## config.mk

```make
export PLATFORM = sky130hd
export DESIGN_NAME = pc_target_table
export DESIGN_NICKNAME = d
export VERILOG_FILES = /design/src/rtl/pc_target_table.sv
export SDC_FILE = /design/constraint.sdc
export NUM_CORES = 1
export LEC_CHECK = 0
export BUFFER_PORTS_ARGS = -buffer_cell sky130_fd_sc_hd__buf_2
export CELL_PAD_IN_SITES_DETAIL_PLACEMENT = 0
export CELL_PAD_IN_SITES_GLOBAL_PLACEMENT = 2
export CORE_MARGIN = 8
export CORE_UTILIZATION = 42
export CTS_CLUSTER_DIAMETER = 150
export CTS_CLUSTER_SIZE = 8
export DETAILED_ROUTE_END_ITERATION = 16
export GPL_TIMING_DRIVEN = 1
export PLACE_DENSITY = 0.93
export SYNTH_ARGS = -nofsm -noshare
export SYNTH_HDL_FRONTEND = slang
export SYNTH_SLANG_ARGS = --single-unit
```

## constraint.sdc

```tcl
create_clock -name clk -period 3 [get_ports clk]
set_input_delay 0.6 -clock clk [delete_from_list [all_inputs] [get_ports clk]]
set_output_delay 0.6 -clock clk [all_outputs]
set_load 0.02 [all_outputs]
```

## src/rtl/pc_target_table.sv

```systemverilog
// pc_target_table: run-time loadable PC/constant lookup table with registered read,
// single-entry writes and a byte-serial little-endian stream loader.
module pc_target_table #(
    parameter int D         = 12,
    parameter int A         = 5,
    parameter int HALT_IDX  = 2**A - 1,
    parameter int HALT_TGT  = 511,
    parameter int LOCK_HALT = 1
) (
    input  logic         clk,
    input  logic         reset_n,
    input  logic         rd_en,
    input  logic [A-1:0] addr,
    output logic [D-1:0] target,
    output logic         rd_valid,
    input  logic         wr_en,
    input  logic [A-1:0] wr_addr,
    input  logic [D-1:0] wr_data,
    input  logic         ld_start,
    input  logic         ld_abort,
    input  logic         ld_valid,
    input  logic [7:0]   ld_byte,
    output logic         ld_ready,
    output logic         ld_done,
    output logic         busy
);
    localparam int DEPTH = 2**A;
    localparam int NB    = (D + 7) / 8;
    localparam int BW    = NB > 1 ? $clog2(NB) : 1;
    localparam int SW    = 8 * NB;

    typedef enum logic {IDLE, LOAD} state_t;

    state_t        state, state_nx;
    logic [D-1:0]  mem [DEPTH];
    logic [BW-1:0] bcnt;
    logic [A-1:0]  ecnt;
    logic [D-1:0]  asm_q, asm_nx;
    logic          accept, commit, last_ent, wr_ok, ld_ok;

    assign ld_ready = state == LOAD;
    assign busy     = state != IDLE;

    always_comb begin
        accept   = state == LOAD && ld_valid && !ld_abort;
        commit   = accept && bcnt == BW'(NB - 1);
        last_ent = ecnt == A'(DEPTH - 1);
        // bytes above bit D-1 fall off in the cast
        asm_nx   = asm_q | D'(SW'(ld_byte) << (8 * bcnt));
        wr_ok    = state == IDLE && wr_en && !(LOCK_HALT != 0 && wr_addr == A'(HALT_IDX));
        ld_ok    = commit && !(LOCK_HALT != 0 && ecnt == A'(HALT_IDX));
        state_nx = state == IDLE ? (ld_start ? LOAD : IDLE)
                 : (ld_abort || (commit && last_ent)) ? IDLE : LOAD;
    end

    always_ff @(posedge clk or negedge reset_n) begin
        if (!reset_n) state <= IDLE;
        else          state <= state_nx;
    end

    always_ff @(posedge clk or negedge reset_n) begin
        if (!reset_n) begin
            for (int i = 0; i < DEPTH; i++) mem[i] <= (i == HALT_IDX) ? D'(HALT_TGT) : '0;
            target   <= '0;
            rd_valid <= 1'b0;
            ld_done  <= 1'b0;
            bcnt     <= '0;
            ecnt     <= '0;
            asm_q    <= '0;
        end else begin
            rd_valid <= rd_en && state == IDLE;
            if (rd_en && state == IDLE) target <= mem[addr];
            ld_done <= commit && last_ent;
            if (wr_ok) mem[wr_addr] <= wr_data;
            if (ld_ok) mem[ecnt] <= asm_nx;
            // counters sit at zero whenever idle, so start and abort need no special case
            if (state == IDLE) begin
                bcnt  <= '0;
                ecnt  <= '0;
                asm_q <= '0;
            end else if (accept) begin
                bcnt  <= commit ? '0 : bcnt + 1'b1;
                ecnt  <= commit ? ecnt + 1'b1 : ecnt;
                asm_q <= commit ? '0 : asm_nx;
            end
        end
    end
endmodule
```

==> results.sh, run 1 <==
export IMPL_pwr_density_cell_nw_per_um2=608
export IMPL_finalHoldViolations=0
export IMPL_arrival_ns=2.92
export IMPL_rsz0062_at_grt="false"
export IMPL_yosysSeqAreaShare=0.458
export IMPL_io_pins=53
export IMPL_wl_per_cell_um=25.1
export IMPL_required_ns=3.49
export IMPL_end_kind="flip-flop"
export IMPL_ys_ff_latch=417
export IMPL_cts_setup_buffers=0
export IMPL_maxSlewViolCount=0
export IMPL_syn_instance_count=2292
export IMPL_die_w_um=249
export IMPL_die_y_um=249
export IMPL_grt_ovfl_total=0
export IMPL_fin_skew_ns=0.0173
export IMPL_vias=17965
export IMPL_first_pass_iters=5
export IMPL_antenna_found_initial=0
export IMPL_synth_warnings=0
export IMPL_layout_nets=2355
export IMPL_syn_nets=2334
export IMPL_clockBufferDepth=3
export IMPL_start_kind="flip-flop"
export IMPL_leakagePower_nw=12.4
export IMPL_max_cap_viol_count=0
export IMPL_post_cts_resize_count=0
export IMPL_routed_via_density=5.94
export IMPL_root_buffer="clkbuf_16"
export IMPL_design_area_sq_um=25800
export IMPL_outcome="complete, no violations"
export IMPL_synth_edff_count=0
export IMPL_tns_ns=0
export IMPL_insertion_delay_ns=0.62
export IMPL_synth_ff_type="dfrtp_1"
export IMPL_synthToLayoutAreaGrowth_pct=13.0
export IMPL_gp_congestion=0.885
export IMPL_grtUsageTotal=0.238
export IMPL_fin_ws_ns=0.568
export IMPL_layout_drive_gt1_share=0.134
export IMPL_timing_final_crit_share=0.811
export IMPL_tightest_slew_ns=1.25
export IMPL_vdd_drop_max_mv=0.530
export IMPL_synth_top_area_cell="dfrtp_1"
export IMPL_synth_async_reset_ratio=1.00
export IMPL_place_inst=2948
export IMPL_hold_ws_ns=0.219
export IMPL_cts_buffers=58
export IMPL_synth_area_sq_um=22800
export IMPL_max_slew_margin_rel=0.168
export IMPL_grt_start_max_net_pins=74
export IMPL_dieArea_sq_um=62000
export IMPL_grt_pass1_wl_um=115000
export IMPL_clk_pin_slew_ns=0.05
export IMPL_drt_total_wl_um=75800
export IMPL_yosys_cell_types_count=48
export IMPL_drt_initial_drc_count=1807
export IMPL_fin_cells=3025
export IMPL_postSynthAreaPerCell_sq_um=9.95
export IMPL_cts_sinks=417
export IMPL_row_count=85
export IMPL_clock_fmax_mhz=411
export IMPL_port_buffers=52
export IMPL_hp_class="primary input to flip-flop"
export IMPL_place_worst_setup_slack_ns=0.269
export IMPL_dp_hpwl_um=48500
export IMPL_fin_crit_ns=2.43
export IMPL_cts_tree="done"
export IMPL_post_route_drc_count=0
export IMPL_grt_pass1_vias=18301
export IMPL_synthTopCellsByArea="dfrtp_1, mux2i_1, a21oi_1"
export IMPL_worstSetupPathType="flip-flop to flip-flop"
export IMPL_post_synth_top_area_fraction=0.448
export IMPL_worstPathMaxFanout=12
export IMPL_ant_nets=0
export IMPL_cts_htree_levels=2
export IMPL_place_area_sq_um=24200
export IMPL_core_area_sq_um=53700
export IMPL_initial_core_util=0.425
export IMPL_setup_viol=0
## synth_stat cells, drive strengths merged (13+ instances only)
master and number:
a22oi 48, a21oi 224, a221oi 24, o21ai 180, mux2 13, a22o 24
nor2 225, clkbuf 148, nand2 234, mux2i 564, dfrtp 408, buf 78
## area by class of cell
type                            instances  area [sq um]
Fill cell                            4898         27900
Multi-Input combinational cell       1645         11400
Sequential cell                       417         10400
Clock buffer                           72          1530
Timing Repair Buffer                  187          1520
Tap cell                              696           871
Clock inverter                          3          41.3
Inverter                                4          15.0
Antenna cell                            1          2.50
## path summary, 6_finish.rpt
kind	slack [ns]	endpoint	depth (start not counted)	startpoint
max in group asynchronous	1.51	mem[1]$_DFF_PN1_	3	reset_n
min reg2reg	0.50	asm_q[4]$_DFFE_PN0P_	2	asm_q[4]$_DFFE_PN0P_
min in group asynchronous	0.56	mem[92]$_DFF_PN0_	2	reset_n
max reg2reg	0.57	mem[172]$_DFF_PN0_	5	busy$_DFF_PN0_
max	0.57	mem[172]$_DFF_PN0_	5	busy$_DFF_PN0_
min	0.22	busy$_DFF_PN0_	2	ld_start
## cell usage in the layout, fill, tap and decap left out, types with 3 or more instances in the layout
cell	synthesis	layout
nand2_1	234	234
a221oi_1	24	24
a22o_1	24	24
mux2_2	13	13
clkbuf_16	0	59
buf_4	14	116
nor3b_1	8	8
dfstp_2	9	9
o21ai_0	111	111
nor3_2	6	7
buf_12	0	18
nand3_1	3	3
nor2_4	3	4
clkbuf_1	148	13
nand2b_1	5	5
xnor2_1	3	3
o41ai_2	12	12
a22oi_1	48	48
o21ai_2	8	8
mux2i_1	564	564
nor2b_1	5	3
and2_1	5	4
inv_1	3	3
o21ai_1	61	61
a21boi_0	3	3
and3_1	5	5
a21oi_1	224	224
a21o_1	12	12
dfrtp_1	408	408
nor2_1	222	220
nand3b_1	8	8
ha_1	5	5
buf_2	51	50
o22ai_1	12	12
## worst max-delay path, stage by stage (launching register included)
cell	delay [ns]
dfrtp_1	0.56
or3b_4	0.54
nor3b_2	0.29
nand2_1	0.48
mux2i_1	0.33
a21oi_1	0.10
## what timing repair did
action	CTS	global route
hold buffers	1	0
hold endpoints to repair	40	0
endpoints found under the setup margin	0	0
## metal layers
metal | vias up | global-route usage | part of all wire
li1 | 8124 | - | -
met1 | 8881 | 0.323 | 0.44
met2 | 781 | 0.374 | 0.45
met3 | 179 | 0.0348 | 0.066
met4 | 0 | 0.112 | 0.046
met5 | - | 0 | 0
## cell families (layout without fill, tap and decap cells)
kind of cell	Yosys count	count (layout)	synth area share
compound gates	539	539	0.141
mux	577	577	0.254
other cells	0	1	0
xor+xnor	3	3	0.00115
fa+ha+maj	5	5	0.00274
flops	417	417	0.458
buf+inv	230	266	0.0459
simple gates	521	521	0.0972
## power breakdown
part | internal, W | switching [W] | total (W)
combinational | 0.00108 | 0.00163 | 0.00271
clock | 0.00349 | 0.00246 | 0.00595
sequential | 0.00648 | 0.000531 | 0.00701
## flip-flops by register name, summed over array words and instances, names as in the netlist
name	count
rd_valid	1
bcnt	1
ld_done	1
ecnt	5
mem	384
busy	1
target	12
asm_q	12
## per-stage QoR
stage               utilization  total power, W
floorplan                     -         0.00863
global placement          0.451         0.00965
detailed placement        0.451         0.00977
CTS                       0.480          0.0158
global route              0.480          0.0163
finish                    0.480          0.0157
No activity file was read; power rests on OpenSTA's default activity.
==> run 2: changes to the inputs <==
--- a/config.mk
+++ b/config.mk
@@ -5,16 +5,17 @@
 export SDC_FILE = /design/constraint.sdc
 export NUM_CORES = 1
 export LEC_CHECK = 0
+export ABC_AREA = 1
 export BUFFER_PORTS_ARGS = -buffer_cell sky130_fd_sc_hd__buf_2
 export CELL_PAD_IN_SITES_DETAIL_PLACEMENT = 0
 export CELL_PAD_IN_SITES_GLOBAL_PLACEMENT = 2
 export CORE_MARGIN = 8
-export CORE_UTILIZATION = 42
+export CORE_UTILIZATION = 33
 export CTS_CLUSTER_DIAMETER = 150
 export CTS_CLUSTER_SIZE = 8
 export DETAILED_ROUTE_END_ITERATION = 16
 export GPL_TIMING_DRIVEN = 1
-export PLACE_DENSITY = 0.93
+export PLACE_DENSITY = 0.88
 export SYNTH_ARGS = -nofsm -noshare
 export SYNTH_HDL_FRONTEND = slang
 export SYNTH_SLANG_ARGS = --single-unit
==> constraint.sdc (replaced) <==
create_clock -name clk -period 2 [get_ports clk]
set_input_delay 0.4 -clock clk [delete_from_list [all_inputs] [get_ports clk]]
set_output_delay 0.4 -clock clk [all_outputs]
set_load 0.02 [all_outputs]
==> run 2 against run 1 <==
Net effect:
- fmax grew 24%
- flip-flop and latch count unchanged
- global-route usage rose by 0.34 points
- area after synthesis up 1.2%
- register-to-register slack got worse by 0.53 ns
- combinational power increased by 100%
- first-iteration DRC count rose by 34%
==> results.sh, run 2 <==
export IMPL_clockBufferDepth=3
export IMPL_top_register="mem"
export IMPL_leakagePower_nw=13.3
export IMPL_critical_path_slowest_cell="dfrtp_1"
export IMPL_cp_endpoint="mem[371]$_DFF_PN0_"
export IMPL_final_common_cell="nand2_1"
export IMPL_fin_ws_ns=0.0365
export IMPL_worstSetupPathType="flip-flop to flip-flop"
export IMPL_syn_instance_count=3302
export IMPL_reg_top3="mem (384), asm_q (12), target (12)"
export IMPL_tns_ns=0
export IMPL_yosys_cell_types_count=30
export IMPL_hp_class="primary input to flip-flop"
export IMPL_layout_drive_gt1_share=0.136
export IMPL_cp_depth=13
export IMPL_synth_ff_type="dfrtp_1"
export IMPL_finalHoldViolations=0
export IMPL_cts_htree_levels=2
export IMPL_synth_area_sq_um=23100
export IMPL_die_w_um=281
export IMPL_fin_crit_ns=1.96
export IMPL_gp_congestion=0.948
export IMPL_worstRegToRegCells=13
export IMPL_post_route_drc_count=0
export IMPL_required_ns=2.53
export IMPL_initial_core_util=0.331
export IMPL_drt_total_wl_um=97900
export IMPL_post_synth_top_area_fraction=0.442
export IMPL_antenna_found_initial=5
export IMPL_synthToLayoutAreaGrowth_pct=22.7
export IMPL_place_inst=4268
export IMPL_layout_common_cells="nand2_1, o21ai_0, dfrtp_1"
export IMPL_grt_pass1_wl_um=144000
export IMPL_ant_nets=0
export IMPL_yosys_top_cells_count="nand2_1, o21ai_0, dfrtp_1"
export IMPL_layout_nets=3451
export IMPL_vdd_drop_max_mv=0.656
export IMPL_insertion_delay_ns=0.61
export IMPL_postSynthAreaPerCell_sq_um=6.99
export IMPL_routed_via_density=5.27
export IMPL_dieArea_sq_um=78700
export IMPL_cts_buffers=58
export IMPL_fin_cells=4367
export IMPL_outcome="complete, no violations"
export IMPL_critical_path_cell_chain="ha_2, inv_2, nor3_2, ha_2, inv_2, nand2_4, buf_6, inv_4, nand2_4, nor2_4, clkbuf_16, nor2_1, a21oi_1"
export IMPL_yosysSeqAreaShare=0.452
export IMPL_grtUsageTotal=0.242
export IMPL_critPathBufInv=5
export IMPL_worstPathMaxFanout=12
export IMPL_grt_start_max_net_pins=69
export IMPL_ys_ff_latch=417
export IMPL_place_worst_setup_slack_ns=-0.0852
export IMPL_worstSetupStartpoint="ecnt[0]$_DFFE_PN0P_"
export IMPL_root_buffer="clkbuf_16"
export IMPL_die_y_um=281
export IMPL_first_pass_iters=6
export IMPL_reg2reg_from="ecnt[0]$_DFFE_PN0P_"
export IMPL_synth_edff_count=0
export IMPL_io_pins=53
export IMPL_start_kind="flip-flop"
export IMPL_drt_initial_drc_count=2428
export IMPL_clock_fmax_mhz=509
export IMPL_arrival_ns=2.49
export IMPL_wl_per_cell_um=22.4
export IMPL_rsz0062_at_grt="true"
export IMPL_synth_top_area_cell="dfrtp_1"
export IMPL_cp_top_family="buffers and inverters"
export IMPL_largest_reg_flops=384
export IMPL_worstReg2RegEnd="mem[371]$_DFF_PN0_"
export IMPL_cts_tree="done"
export IMPL_grt_pass1_vias=21357
export IMPL_dp_hpwl_um=65600
export IMPL_max_cap_viol_count=0
export IMPL_maxSlewViolCount=0
export IMPL_clk_pin_slew_ns=0.06
export IMPL_setup_viol=0
export IMPL_slowest_delay_ns=0.39
export IMPL_synthTopCellsByArea="dfrtp_1, nand2_1, o21ai_0"
export IMPL_synth_async_reset_ratio=1.00
export IMPL_end_kind="flip-flop"
export IMPL_grt_ovfl_total=0
export IMPL_synth_most_common_cell="nand2_1"
export IMPL_tightest_slew_ns=0.948
export IMPL_pwr_density_cell_nw_per_um2=893
export IMPL_syn_nets=3344
export IMPL_port_buffers=52
export IMPL_row_count=97
export IMPL_synth_warnings=0
export IMPL_fin_skew_ns=0.0263
export IMPL_core_area_sq_um=69700
export IMPL_cts_sinks=417
export IMPL_vias=23003
export IMPL_timing_final_crit_share=0.982
export IMPL_r2r_slack_ns=0.04
export IMPL_fillers=7353
export IMPL_max_slew_margin_rel=0.367
==> run 2: cell count changes after synthesis, moves of 38 or more <==
| cell | previous run | this run |
|---|---|---|
| o211ai_1 | 0 | 51 |
| mux2i_1 | 564 | 0 |
| o21ai_1 | 61 | 18 |
| o21ai_0 | 111 | 419 |
| a31oi_1 | 0 | 64 |
| nand3_1 | 3 | 344 |
| clkbuf_1 | 148 | 202 |
| nand2_1 | 234 | 1220 |
| a22oi_1 | 48 | 0 |
| a21oi_1 | 224 | 113 |
| nor2_1 | 222 | 184 |
| inv_1 | 3 | 127 |
==> run 2: routing by layer <==
| layer | up-vias | routed length (um) | global-route usage |
|---|---|---|---|
| met5 | - | 0 | 0 |
| met4 | 0 | 3020 | 0.0750 |
| met3 | 161 | 7050 | 0.0367 |
| met2 | 863 | 43900 | 0.379 |
| met1 | 10981 | 43900 | 0.342 |
| li1 | 10998 | - | - |
==> run 2: power by group <==
group,switching (W),internal (W)
logic,0.00349,0.00200
registers,0.000882,0.00994
clock network,0.00376,0.00523
==> run 2: kinds of logic (layout without fill, tap and decap cells) <==
| group | after synthesis | after routing | synth area share |
|---|---|---|---|
| adders and majority gates | 5 | 5 | 0.00271 |
| buffers and inverters | 411 | 533 | 0.0694 |
| and+or+nand+nor | 1789 | 1789 | 0.318 |
| AOI/OAI and AO/OA | 680 | 680 | 0.157 |
| other | 0 | 3 | 0 |
| DFF | 417 | 417 | 0.452 |
==> run 2: stage by stage <==
step           utilization  instance area, sq um  hold slack, ns  power (W)
2_1_floorplan            -                 23100           0.104     0.0140
3_3_place_gp         0.378                 26300           0.304     0.0163
3_5_place_dp         0.378                 26300           0.301     0.0163
4_1_cts              0.401                 28000           0.147     0.0254
5_1_grt              0.407                 28300           0.177     0.0265
6_report             0.407                 28300           0.178     0.0253
==> run 2: worst min-delay path: stages <==
cell and delay [ns]:
buf_2 0.19, nand2_1 0.09, a31oi_1 0.07
==> run 2: how the worst min path moves through the flow <==
stage                     from                    to  depth (start not counted)
floorplan              reset_n  asm_q[0]$_DFFE_PN0P_                          0
global placement       reset_n     mem[52]$_DFF_PN0_                          1
detailed placement     reset_n     mem[52]$_DFF_PN0_                          1
CTS                 wr_data[1]    mem[253]$_DFF_PN0_                          3
global route        wr_data[6]    mem[270]$_DFF_PN0_                          3
finish              wr_data[1]    mem[205]$_DFF_PN0_                          3
==> run 2: what timing repair did <==
item | 4_1_cts | 5_1_grt
hold endpoints to repair | 60 | 0
pin swaps | 2 | 8
hold buffers | 3 | 0
setup buffers | 1 | 10
resized for setup | 10 | 38
gates cloned | 0 | 7
setup endpoints to repair | 65 | 279
==> run 2: final cells by class <==
cell class / count / area (sq um) / area share
well taps: 940 / 1180 / 0.0415
repair buffers: 306 / 3330 / 0.117
multi-input cells: 2474 / 11200 / 0.396
clock buffers: 73 / 1530 / 0.0540
clock inverters: 2 / 17.5 / 0.000618
inverters: 152 / 601 / 0.0212
diodes: 3 / 7.51 / 0.000265
flip-flops and latches: 417 / 10400 / 0.369
